===== src/rtl/serial_full_adder.sv =====
// rtl/serial_full_adder.sv - bit-serial WIDTH-bit adder (one full-adder cell + carry register) with valid/ready handshakes
module serial_full_adder #(
  parameter int WIDTH = 8
) (
  input  logic             clk,
  input  logic             rst,
  input  logic             in_valid,
  output logic             in_ready,
  input  logic [WIDTH-1:0] a,
  input  logic [WIDTH-1:0] b,
  input  logic             cin,
  output logic             out_valid,
  input  logic             out_ready,
  output logic [WIDTH-1:0] sum,
  output logic             cout,
  output logic             busy
);

  // Counter only has to reach WIDTH-1, so $clog2(WIDTH) bits suffice (>= 1 since WIDTH >= 2).
  localparam int CNT_W = $clog2(WIDTH);
  localparam logic [CNT_W-1:0] CNT_LAST = CNT_W'(WIDTH - 1);

  typedef enum logic [1:0] {
    S_IDLE = 2'd0,
    S_RUN  = 2'd1,
    S_DONE = 2'd2
  } state_t;

  state_t             state_q, state_d;
  logic [WIDTH-1:0]   a_sr_q, a_sr_d;
  logic [WIDTH-1:0]   b_sr_q, b_sr_d;
  // Holds the WIDTH-1 low sum bits produced so far; the last bit joins them on the final edge.
  logic [WIDTH-2:0]   res_sr_q, res_sr_d;
  logic               carry_q, carry_d;
  logic [CNT_W-1:0]   cnt_q, cnt_d;
  logic [WIDTH-1:0]   sum_q, sum_d;
  logic               cout_q, cout_d;
  logic               out_valid_q, out_valid_d;

  logic               fa_s;
  logic               fa_c;
  logic [WIDTH-1:0]   res_shift;
  logic               last_bit;

  // Single full-adder cell working on the current LSBs and the stored carry.
  always_comb begin
    fa_s = a_sr_q[0] ^ b_sr_q[0] ^ carry_q;
    fa_c = (a_sr_q[0] & b_sr_q[0]) | (carry_q & (a_sr_q[0] ^ b_sr_q[0]));
  end

  // New sum bit enters at the MSB; the concatenation keeps the slice legal for WIDTH == 2.
  always_comb begin
    res_shift = {fa_s, res_sr_q};
    last_bit  = (cnt_q == CNT_LAST);
  end

  // State register.
  always_ff @(posedge clk) begin
    if (rst) begin
      state_q <= S_IDLE;
    end else begin
      state_q <= state_d;
    end
  end

  // Next-state logic: in_valid only matters in IDLE, out_ready only in DONE.
  always_comb begin
    state_d = state_q;
    case (state_q)
      S_IDLE: begin
        if (in_valid) begin
          state_d = S_RUN;
        end
      end
      S_RUN: begin
        if (last_bit) begin
          state_d = S_DONE;
        end
      end
      S_DONE: begin
        if (out_ready) begin
          state_d = S_IDLE;
        end
      end
      default: begin
        state_d = S_IDLE;
      end
    endcase
  end

  // Handshake outputs decoded straight from state.
  always_comb begin
    in_ready = (state_q == S_IDLE);
    busy     = (state_q != S_IDLE);
  end

  // Datapath next-state: operand load, serial add, result capture and out_valid.
  always_comb begin
    a_sr_d      = a_sr_q;
    b_sr_d      = b_sr_q;
    res_sr_d    = res_sr_q;
    carry_d     = carry_q;
    cnt_d       = cnt_q;
    sum_d       = sum_q;
    cout_d      = cout_q;
    out_valid_d = out_valid_q;
    case (state_q)
      S_IDLE: begin
        if (in_valid) begin
          a_sr_d  = a;
          b_sr_d  = b;
          carry_d = cin;
          cnt_d   = '0;
        end
      end
      S_RUN: begin
        a_sr_d   = a_sr_q >> 1;
        b_sr_d   = b_sr_q >> 1;
        carry_d  = fa_c;
        res_sr_d = res_shift[WIDTH-1:1];
        if (last_bit) begin
          // Counter parks at WIDTH-1 instead of wrapping.
          sum_d       = res_shift;
          cout_d      = fa_c;
          out_valid_d = 1'b1;
        end else begin
          cnt_d = cnt_q + 1'b1;
        end
      end
      S_DONE: begin
        if (out_ready) begin
          out_valid_d = 1'b0;
        end
      end
      default: begin
        out_valid_d = 1'b0;
      end
    endcase
  end

  // Datapath registers; reset discards any in-flight operation.
  always_ff @(posedge clk) begin
    if (rst) begin
      a_sr_q      <= '0;
      b_sr_q      <= '0;
      res_sr_q    <= '0;
      carry_q     <= 1'b0;
      cnt_q       <= '0;
      sum_q       <= '0;
      cout_q      <= 1'b0;
      out_valid_q <= 1'b0;
    end else begin
      a_sr_q      <= a_sr_d;
      b_sr_q      <= b_sr_d;
      res_sr_q    <= res_sr_d;
      carry_q     <= carry_d;
      cnt_q       <= cnt_d;
      sum_q       <= sum_d;
      cout_q      <= cout_d;
      out_valid_q <= out_valid_d;
    end
  end

  assign sum       = sum_q;
  assign cout      = cout_q;
  assign out_valid = out_valid_q;

endmodule

===== config.mk =====
export PLATFORM = sky130hd
export DESIGN_NAME = serial_full_adder
export DESIGN_NICKNAME = d
export VERILOG_FILES = /design/src/rtl/serial_full_adder.sv
export SDC_FILE = /design/constraint.sdc
export NUM_CORES = 1
export LEC_CHECK = 0
export ABC_AREA = 1
export CORE_ASPECT_RATIO = 0.7
export CORE_MARGIN = 1.5
export CORE_UTILIZATION = 50
export DETAILED_ROUTE_END_ITERATION = 8
export PLACE_DENSITY_LB_ADDON = 0.25
export SKIP_LAST_GASP = 1
export SLEW_MARGIN = 20
export SYNTH_ARGS = -nofsm -noshare
export SYNTH_HDL_FRONTEND = slang
export SYNTH_SLANG_ARGS = --single-unit

===== constraint.sdc =====
create_clock -name clk -period 1.64 [get_ports clk]
set_input_delay 0.328 -clock clk [delete_from_list [all_inputs] [get_ports clk]]
set_output_delay 0.328 -clock clk [all_outputs]
set_load 0.05 [all_outputs]

**Yosys cells after proc, flatten, opt, wreduce, memory -nomap -nowiden**

Cells that the tools add are included.
W data, S select, Z words.

- Input bits: 21
- Word-level logic and storage cells: 47
- Register bits: 39
- Output and inout bits: 12

- Muxes and demuxes: 16
- Bitwise logic cells: 6
- $add $sub $neg: 1
- Reductions and logical operators: 8
- Equality and inequality tests: 7

Operator list:

| operator | number |
|---|---|
| $pmux W8 S2 | 2 |
| $mux W8 | 2 |
| $reduce_and A3 Y1 | 3 |
| $ne A2 B2 Y1 const B | 4 |
| $mux W2 | 3 |
| $mux W3 | 2 |
| $pmux W2 S3 | 1 |
| $pmux W3 S2 | 1 |
| $reduce_and A2 Y1 | 2 |
| $reduce_bool A2 Y1 | 2 |
| $add A3 B1 Y3 const B | 1 |
| $eq A3 B3 Y1 const B | 1 |
| $mux W1 | 3 |
| $pmux W1 S3 | 1 |
| $and A1 B1 Y1 | 2 |
| $eq A2 B1 Y1 const B | 1 |
| $eq A2 B2 Y1 const B | 1 |
| $logic_not A2 Y1 | 1 |
| $pmux W1 S2 | 1 |
| $xor A1 B1 Y1 | 2 |
| $not A1 Y1 | 1 |
| $or A1 B1 Y1 | 1 |

**Longest topological paths before layout**

Gate-level depths: netlist of run 1.

- Depth in word-level cells: 4
- Depth in mapped cells: 8
- Mapped depth without buffers: 7

**Least setup slack after synthesis of run 1**

No wires, ideal clock.

- Path kind: register -> output
- From: register state_q[0]
- To: output busy
- Required time: 1312 ps
- Path slack: -278 ps
- Data arrival time: 1590 ps
- Path buffers: 0
- Stages on the path, launching flop included: 3
- Cell sequence: dfxtp_1 nor2_1 inv_1

- Cells in the longest elaborated chain, start to end: 1

RTL lines:

| element | RTL line | text |
|---|---|---|
| from (decl) | 29 | `state_t state_q, state_d;` |
| from (signal assigned) | 62 | `state_q <= state_d;` |
| $reduce_bool A2 Y1 | 94 | `busy = (state_q != S_IDLE);` |
| to (decl) | 16 | `output logic busy` |

No other way between the ends.

**Worst setup path in the final report of run 1**

Same ends and word-level chain as after synthesis.

==> results of run 1 <==
==> registers in the layout, summed over array words and instances (netlist names) <==
register   cells
res_sr_q       7
a_sr_q         8
state_q        2
sum            8
cout           1
carry_q        1
out_valid      1
cnt_q          3
b_sr_q         8
==> power by group through the flow <==
stage                     clock network [mW]  logic (mW)  registers, mW
after floorplan                            0       0.189           1.04
after global placement                     0       0.290           1.05
after detailed placement                   0       0.294           1.05
after CTS                              0.651       0.297           1.03
after global routing                   0.690       0.342           1.04
final                                  0.626       0.294           1.03
==> cell usage in the layout, fill, tap and decap left out <==
master / synthesis / final
a21oi_1: 6 / 6
o21ai_2: 1 / 1
nand2_4: 1 / 1
nor2_2: 0 / 1
inv_1: 23 / 23
nand3b_1: 1 / 1
clkdlybuf4s50_1: 0 / 20
a21oi_2: 1 / 1
nor2_4: 1 / 1
clkinv_1: 1 / 1
clkbuf_8: 0 / 5
dfxtp_1: 39 / 39
buf_12: 0 / 3
o21ai_1: 3 / 3
nand2_1: 62 / 62
fa_1: 1 / 1
inv_2: 2 / 2
nand3_1: 3 / 3
ha_1: 2 / 2
clkbuf_1: 3 / 1
nor2_1: 67 / 66
o21ai_0: 26 / 26
clkinvlp_4: 0 / 1
clkinv_2: 0 / 1
buf_4: 0 / 15
==> kinds of logic after synthesis <==
| logic type | count (synthesis) | share of synthesized area [%] |
|---|---|---|
| buffers and inverters | 36 | 8.84 |
| adder cells (fa/ha/maj) | 3 | 2.65 |
| flip-flops | 39 | 46.0 |
| AO/OA/AOI/OAI | 37 | 11.3 |
| AND/OR/NAND/NOR | 135 | 31.2 |
==> layer usage <==
layer	vias up	share of wire (%)	global-route usage (%)
met5	-	0	0
met4	0	2.6	13.5
met3	9	5.2	5.81
met2	36	43	32.7
met1	641	49	26.1
li1	832	-	-
==> worst min-delay path, stage by stage (launching register included) <==
cell and delay (ns):
dfxtp_1 0.31, inv_1 0.06, a21oi_2 0.04
==> per-stage QoR <==
| stage | hold WS (ns) | utilization, % | area (um2) | std cells |
|---|---|---|---|---|
| final | 0.453 | 67.5 | 2150 | 324 |
| after global routing | 0.492 | 67.5 | 2150 | 324 |
| after CTS | 0.457 | 67.5 | 2150 | 324 |
| after detailed placement | 0.446 | 64.8 | 2070 | 316 |
| after global placement | 0.444 | 64.8 | 2070 | 316 |
| after floorplan | 0.397 | - | 1700 | 250 |
==> final cells by class <==
cell class / count / share of cell area [%]
Clock buffer: 6 / 3.37
Sequential cell: 39 / 36.3
Timing Repair Buffer: 38 / 17.3
Clock inverter: 2 / 0.581
Inverter: 26 / 4.53
Multi-Input combinational cell: 175 / 35.7
Tap cell: 38 / 2.21
==> worst paths after layout <==
| check | start | end |
|---|---|---|
| worst max-delay path | state_q[0]$_SDFFE_PP0P_ | busy |
| worst min-delay path | out_valid$_SDFFE_PP0P_ | out_valid$_SDFFE_PP0P_ |
| worst max register to register | cnt_q[0]$_SDFFE_PP0P_ | sum[0]$_SDFFE_PP0P_ |
| worst min register to register | out_valid$_SDFFE_PP0P_ | out_valid$_SDFFE_PP0P_ |
==> results.json, run 1 <==
{
  "port-buffer-count": 32,
  "vias": 1518,
  "slew-limit-headroom_pct": 80.1,
  "clk_path_buf_depth": 2,
  "synth_edf_count": 0,
  "total_power_mw": 1.95,
  "drtAntennaViolNets": 0,
  "yosysTopAreaCellShare_pct": 46.0,
  "nets": 309,
  "pwr-share-clk_pct": 32.1,
  "htreeDepth": 2,
  "numCtsBuffers": 5,
  "synth_nets": 274,
  "gp_congestion": 0.773,
  "setup_violations": 0,
  "cts_root_buffer": "clkbuf_8",
  "worstMarginPinSlew_ns": 0.298,
  "rows": 17,
  "crit_arrival_ns": 1.19,
  "yosys_warnings": 0,
  "netlist_top_cells_area": "dfxtp_1 (46%), nor2_1 (15%), nand2_1 (14%), o21ai_0 (7.7%), inv_1 (5.1%)",
  "synthFlopType": "dfxtp_1",
  "grt_max_degree": 34,
  "p_sw_mw": 0.515,
  "place.detailed.hpwl_mm": 2.24,
  "combPwrFrac_pct": 15.1,
  "multiInputGateArea_um2": 769,
  "critPathMaxFanout": 6,
  "fin_crit_sh_pct": 92.6,
  "die_w_um": 72.7,
  "pwr-share-seq_pct": 52.8,
  "max_stage_delay_ns": 0.39,
  "ys_types": 21,
  "cts.sinks": 39,
  "power_density_nw_per_um2": 905,
  "io_pins": 33,
  "dieArea_um2": 3760,
  "drive_gt1_share_pct": 11.2,
  "intPower_mw": 1.43,
  "holdPathStages": 2,
  "dieHeight_um": 51.8,
  "rsz0062_at_grt": "no",
  "antenna_found_initial": 0,
  "setup_slack_ns": 0.121,
  "tns_ns": 0,
  "skew_ns": 0.00989,
  "syn2layout_area_growth_pct": 26.8,
  "cts_setup_buffers": 0,
  "clkTransAtPathRegs_ns": 0.06,
  "wl_mm": 3.19,
  "place_ws_ns": 0.206,
  "reg2reg_depth": 7,
  "ys_seq_elements": 39,
  "critPathRequiredTime_ns": 1.31,
  "finalHoldViolations": 0,
  "post_drt_wl_per_cell_um": 9.85,
  "drt_iter0_drc": 63,
  "synth.most_common_cell": "nor2_1",
  "synth.avg_cell_area_um2": 6.79,
  "drv_cap": 0,
  "yosysTopAreaCell": "dfxtp_1",
  "critical_path.top_delay_family": "flip-flops",
  "outcome": "complete, no violations",
  "netlist_top_cells_count": "nor2_1 (67), nand2_1 (62), dfxtp_1 (39)",
  "fillers": 288,
  "synthCells": 250,
  "postCtsHoldBufs": 0,
  "path_depth": 3,
  "core_um2": 3190,
  "final.min_clock_period_ns": 1.52,
  "fmaxAchievable_ghz": 0.658,
  "reg2reg_setup_slack_ns": 0.22,
  "crit_buf_inv": 2,
  "worstSetupPathType": "register to output pin",
  "async_flop_share_pct": 0,
  "slew_violations": 0,
  "cts_resized": 0,
  "peakVddDrop_mv": 0.554,
  "swShare_pct": 26.4,
  "slowest_stage": "dfxtp_1",
  "ys_seq_area_share_pct": 46.0,
  "overflow": 0,
  "critPathCaptureType": "output pin",
  "syn_area_um2": 1700,
  "grt_pass1_wl_mm": 5.89,
  "num_antenna_cells": 0,
  "hold_path.class": "register to register",
  "drtPass1Iterations": 5,
  "viasPerCell": 4.69,
  "grt_pass1_vias": 1392,
  "cts_tree": "yes",
  "insertion_delay_ns": 0.30,
  "seq_area_um2": 781,
  "cp_cell_sequence": "nor2_2 -> inv_1 -> buf_12",
  "start_util_pct": 53.2,
  "grt_use_total_pct": 21.1,
  "startpoint_type": "register",
  "p_leak_nw": 1.02,
  "drc": 0
}
Power figures use the tool's default switching activity.
==> run 2, diff against run 1 <==
- REMOVE_ABC_BUFFERS: default -> 1
- SLEW_MARGIN: 20 -> default
==> run 2 against run 1 <==
Against the previous run: combinational power barely moved; sequential cell count is the same; non-clock buffer count is 1 lower; routed wire length up 2.7%; critical path depth unchanged; setup slack got worse by 0.0050 ns; highest routed layer unchanged.
==> results.json, run 2 (synthesis results as in run 1) <==
{
  "worstSetupPathType": "register to output pin",
  "drc": 0,
  "worstHoldStart": "out_valid$_SDFFE_PP0P_",
  "io_pins": 33,
  "slowest_stage": "dfxtp_1",
  "clk_path_buf_depth": 2,
  "critical_path.top_delay_family": "flip-flops",
  "vias": 1514,
  "placedCellCount": 315,
  "reg2reg_depth": 7,
  "drtPass1Iterations": 4,
  "rsz0062_at_grt": "no",
  "final_cell_mix": "nor2_1 (66), nand2_1 (62), dfxtp_1 (39)",
  "dieHeight_um": 51.8,
  "die_w_um": 72.7,
  "cp_cell_sequence": "nor2_2 -> inv_1 -> buf_12",
  "drtAntennaViolNets": 0,
  "r2r_start": "state_q[1]$_SDFFE_PP0P_",
  "fin_crit_sh_pct": 93.0,
  "power_density_nw_per_um2": 1040,
  "min_to": "out_valid$_SDFFE_PP0P_",
  "grt_max_degree": 33,
  "num_antenna_cells": 0,
  "numCtsBuffers": 5,
  "antenna_found_initial": 0,
  "critPathMaxFanout": 6,
  "viasPerCell": 4.69,
  "start_util_pct": 53.2,
  "final.min_clock_period_ns": 1.52,
  "max_stage_delay_ns": 0.39,
  "cts_tree": "yes",
  "p_leak_nw": 1.04,
  "hold_path.class": "register to register",
  "startpoint_type": "register",
  "drt_iter0_drc": 96,
  "drive_gt1_share_pct": 10.9,
  "total_power_mw": 2.28,
  "reg2reg_setup_slack_ns": 0.28,
  "dieArea_um2": 3760,
  "cts_resized": 1,
  "grt_pass1_wl_mm": 5.83,
  "cts_root_buffer": "clkbuf_8",
  "overflow": 0,
  "layout_commonest_cell": "nor2_1",
  "cts.sinks": 39,
  "clkTransAtPathRegs_ns": 0.08,
  "setup_violations": 0,
  "crit_arrival_ns": 1.20,
  "skew_ns": 0.00584,
  "post_drt_wl_per_cell_um": 10.1,
  "fillers": 282,
  "fin_util_pct": 68.7,
  "holdPathStages": 2,
  "grt_pass1_vias": 1370,
  "syn2layout_area_growth_pct": 29.2,
  "fmaxAchievable_ghz": 0.656,
  "outcome": "complete, no violations",
  "nets": 308,
  "critPathCaptureType": "output pin",
  "cts_setup_buffers": 0,
  "rows": 17,
  "wl_mm": 3.28,
  "core_um2": 3190,
  "drv_cap": 0,
  "crit_buf_inv": 2,
  "postCtsHoldBufs": 0,
  "place.detailed.hpwl_mm": 2.19,
  "port-buffer-count": 32,
  "gp_congestion": 0.764,
  "peakVddDrop_mv": 0.678,
  "htreeDepth": 2,
  "finalHoldViolations": 0,
  "worstMarginPinSlew_ns": 0.294,
  "critPathRequiredTime_ns": 1.31,
  "slew_violations": 0,
  "grt_use_total_pct": 20.5,
  "rr_endpoint": "a_sr_q[6]$_SDFFE_PP0P_",
  "slew-limit-headroom_pct": 80.4,
  "insertion_delay_ns": 0.30,
  "finalNonFillerCells": 323
}
run 2: tightest hold or removal path, cell delays in order (launching register included):
cell and delay [ns]:
dfxtp_1 0.31, inv_1 0.06, a21oi_2 0.04
run 2: worst max-delay path by stage:
stage | startpoint | endpoint | slack [ns] | depth (start not counted)
after floorplan | state_q[0]$_SDFFE_PP0P_ | busy | -0.28 | 2
after global placement | in_valid | b_sr_q[4]$_SDFFE_PP0P_ | 0.18 | 6
after detailed placement | in_valid | b_sr_q[0]$_SDFFE_PP0P_ | 0.18 | 6
after CTS | state_q[0]$_SDFFE_PP0P_ | busy | 0.10 | 3
after global routing | state_q[0]$_SDFFE_PP0P_ | busy | 0.04 | 3
final | state_q[0]$_SDFFE_PP0P_ | busy | 0.12 | 3
run 2: area by class of cell:
type,count,area [um2],area share (%)
inverter,26,97.6,4.45
multi-input combinational,175,769,35.1
tap,38,47.5,2.17
timing repair buffer,37,365,16.7
sequential,39,781,35.6
clock buffer,6,72.6,3.31
clock inverter,2,60.1,2.74
run 2: metal layers:
metal,GRT usage (%),vias up,routed length [um]
met5,0,-,0
met4,8.49,0,57
met3,5.81,7,120
li1,-,827,-
met1,25.8,657,1660
met2,33.3,23,1440
run 2: where the power goes:
group	total [mW]	internal (mW)	switching [mW]
sequential	1.03	1.00	0.0282
combinational	0.294	0.135	0.160
clock	0.952	0.608	0.344
total	2.28	1.74	0.532
run 2: stage by stage:
stage | setup TNS, ns | cell area, um2 | hold WS (ns) | worst slack [ns]
floorplan | -0.278 | 1650 | 0.397 | -0.278
global placement | 0 | 2060 | 0.442 | 0.181
detailed placement | 0 | 2060 | 0.450 | 0.180
CTS | 0 | 2190 | 0.462 | 0.105
global route | 0 | 2190 | 0.480 | 0.0383
finish | 0 | 2190 | 0.458 | 0.116
==> run 3, diff against run 2 <==
- CORE_UTILIZATION: 50 -> 53
- CTS_BUF_LIST: default -> sky130_fd_sc_hd__clkbuf_4 sky130_fd_sc_hd__clkbuf_8
==> run 3 against run 2 <==
Against the previous run: sequential share of layout area grew 0.49 points; register-to-register slack got worse by 0.07 ns; via count fell by 1.1%; clock skew decreased by 0.0014 ns; sequential cell count is the same; setup slack barely moved; final cell count is 0.93% lower; power shrank 6.7%; non-clock buffer count is 1 lower; clock power is 16% lower; count of clock-buffer cells in the layout fell by 1; maximum frequency about the same; critical path type unchanged; highest routed layer unchanged.
==> results.json, run 3 (synthesis results as in run 1) <==
{
  "critPathCaptureType": "output pin",
  "cts.sinks": 39,
  "crit_arrival_ns": 1.20,
  "rows": 16,
  "dieHeight_um": 50.4,
  "start_util_pct": 58.1,
  "core_um2": 2920,
  "drc": 0,
  "final.min_clock_period_ns": 1.52,
  "setup_violations": 0,
  "power_density_nw_per_um2": 981,
  "clkTransAtPathRegs_ns": 0.08,
  "peakVddDrop_mv": 0.863,
  "final_cell_area_um2": 2160,
  "cts_resized": 1,
  "viasPerCell": 4.68,
  "skew_ns": 0.00448,
  "finalNonFillerCells": 320,
  "final_cell_mix": "nor2_1 (66), nand2_1 (62), dfxtp_1 (39)",
  "die_w_um": 70.7,
  "drt_iter0_drc": 91,
  "insertion_delay_ns": 0.30,
  "startpoint_type": "register",
  "rsz0062_at_grt": "no",
  "cts_root_buffer": "clkbuf_8",
  "fmaxAchievable_ghz": 0.656,
  "grt_max_degree": 33,
  "finalHoldViolations": 0,
  "syn2layout_area_growth_pct": 27.4,
  "hold_path.class": "register to register",
  "postCtsHoldBufs": 0,
  "drtPass1Iterations": 4,
  "drive_gt1_share_pct": 10.9,
  "antenna_found_initial": 0,
  "grt_use_total_pct": 19.0,
  "worstMarginPinSlew_ns": 0.283,
  "fin_util_pct": 74.0,
  "cts_setup_buffers": 0,
  "placed_cell_area_um2": 2050,
  "dieArea_um2": 3560,
  "cts_tree": "yes",
  "htreeDepth": 2,
  "placedCellCount": 312,
  "gp_congestion": 0.758,
  "vias": 1497,
  "slew_violations": 0,
  "drv_cap": 0,
  "whs_ns": 0.457,
  "worstSetupPathType": "register to output pin",
  "num_antenna_cells": 0,
  "tns_ns": 0,
  "clk_path_buf_depth": 2,
  "p_leak_nw": 1.03,
  "drtAntennaViolNets": 0,
  "nets": 307,
  "critPathMaxFanout": 6,
  "port-buffer-count": 32,
  "slew-limit-headroom_pct": 81.1,
  "fin_crit_sh_pct": 93.0,
  "wl_mm": 3.11,
  "grt_pass1_wl_mm": 5.23,
  "numCtsBuffers": 5,
  "critPathRequiredTime_ns": 1.31,
  "fillers": 244,
  "grt_pass1_vias": 1210,
  "place.detailed.hpwl_mm": 2.08,
  "overflow": 0,
  "post_drt_wl_per_cell_um": 9.71,
  "layout_commonest_cell": "nor2_1",
  "outcome": "complete, no violations",
  "io_pins": 33
}
-- run 3: cell count changes in the layout (fill, tap and decap cells not counted), sizes merged --
cell    change
clkinv      +2
buf         -1
bufinv      -1
clkbuf      -1
-- run 3: stage by stage --
step | power [mW] | setup slack [ns]
6_report | 2.12 | 0.115
5_1_grt | 2.22 | 0.0301
4_1_cts | 2.14 | 0.0961
3_5_place_dp | 1.34 | 0.167
3_3_place_gp | 1.34 | 0.203
2_1_floorplan | 1.22 | -0.278
-- run 3: worst paths after layout --
check                          startpoint                endpoint  slack, ns  cells past startpoint
setup / recovery  state_q[0]$_SDFFE_PP0P_                    busy       0.12                      3
hold / removal     out_valid$_SDFFE_PP0P_  out_valid$_SDFFE_PP0P_       0.46                      2
setup reg to reg    cnt_q[0]$_SDFFE_PP0P_     sum[7]$_SDFFE_PP0P_       0.21                      7
hold reg to reg    out_valid$_SDFFE_PP0P_  out_valid$_SDFFE_PP0P_       0.46                      2
-- run 3: layer usage --
metal / wire length, um / up-vias / track usage [%] / share of wire [%]
met5: 0 / - / 0 / 0
met4: 59 / 0 / 9.43 / 1.9
met3: 148 / 7 / 6.02 / 4.8
met2: 1330 / 28 / 28.6 / 43
met1: 1570 / 627 / 24.7 / 51
li1: - / 835 / - / -
-- run 3: worst max-delay path, cell delays in order (launching register included) --
cell and delay [ns]:
dfxtp_1 0.39, nor2_2 0.23, inv_1 0.12, buf_12 0.16
-- run 3: report_power, final --
group,total (mW),leakage (nW),switching (mW),internal (mW)
sequential,1.03,0.320,0.0281,1.00
clock,0.803,0.0581,0.351,0.453
combinational,0.290,0.648,0.156,0.134
total,2.12,1.03,0.535,1.59
-- run 3: cell type report --
type / instances / area (um2) / share of cell area, %
Timing Repair Buffer: 36 / 358 / 16.5
Sequential cell: 39 / 781 / 36.1
Clock inverter: 3 / 43.8 / 2.02
Tap cell: 36 / 45.0 / 2.08
Clock buffer: 5 / 68.8 / 3.18
Multi-Input combinational cell: 175 / 769 / 35.6
Inverter: 26 / 97.6 / 4.51
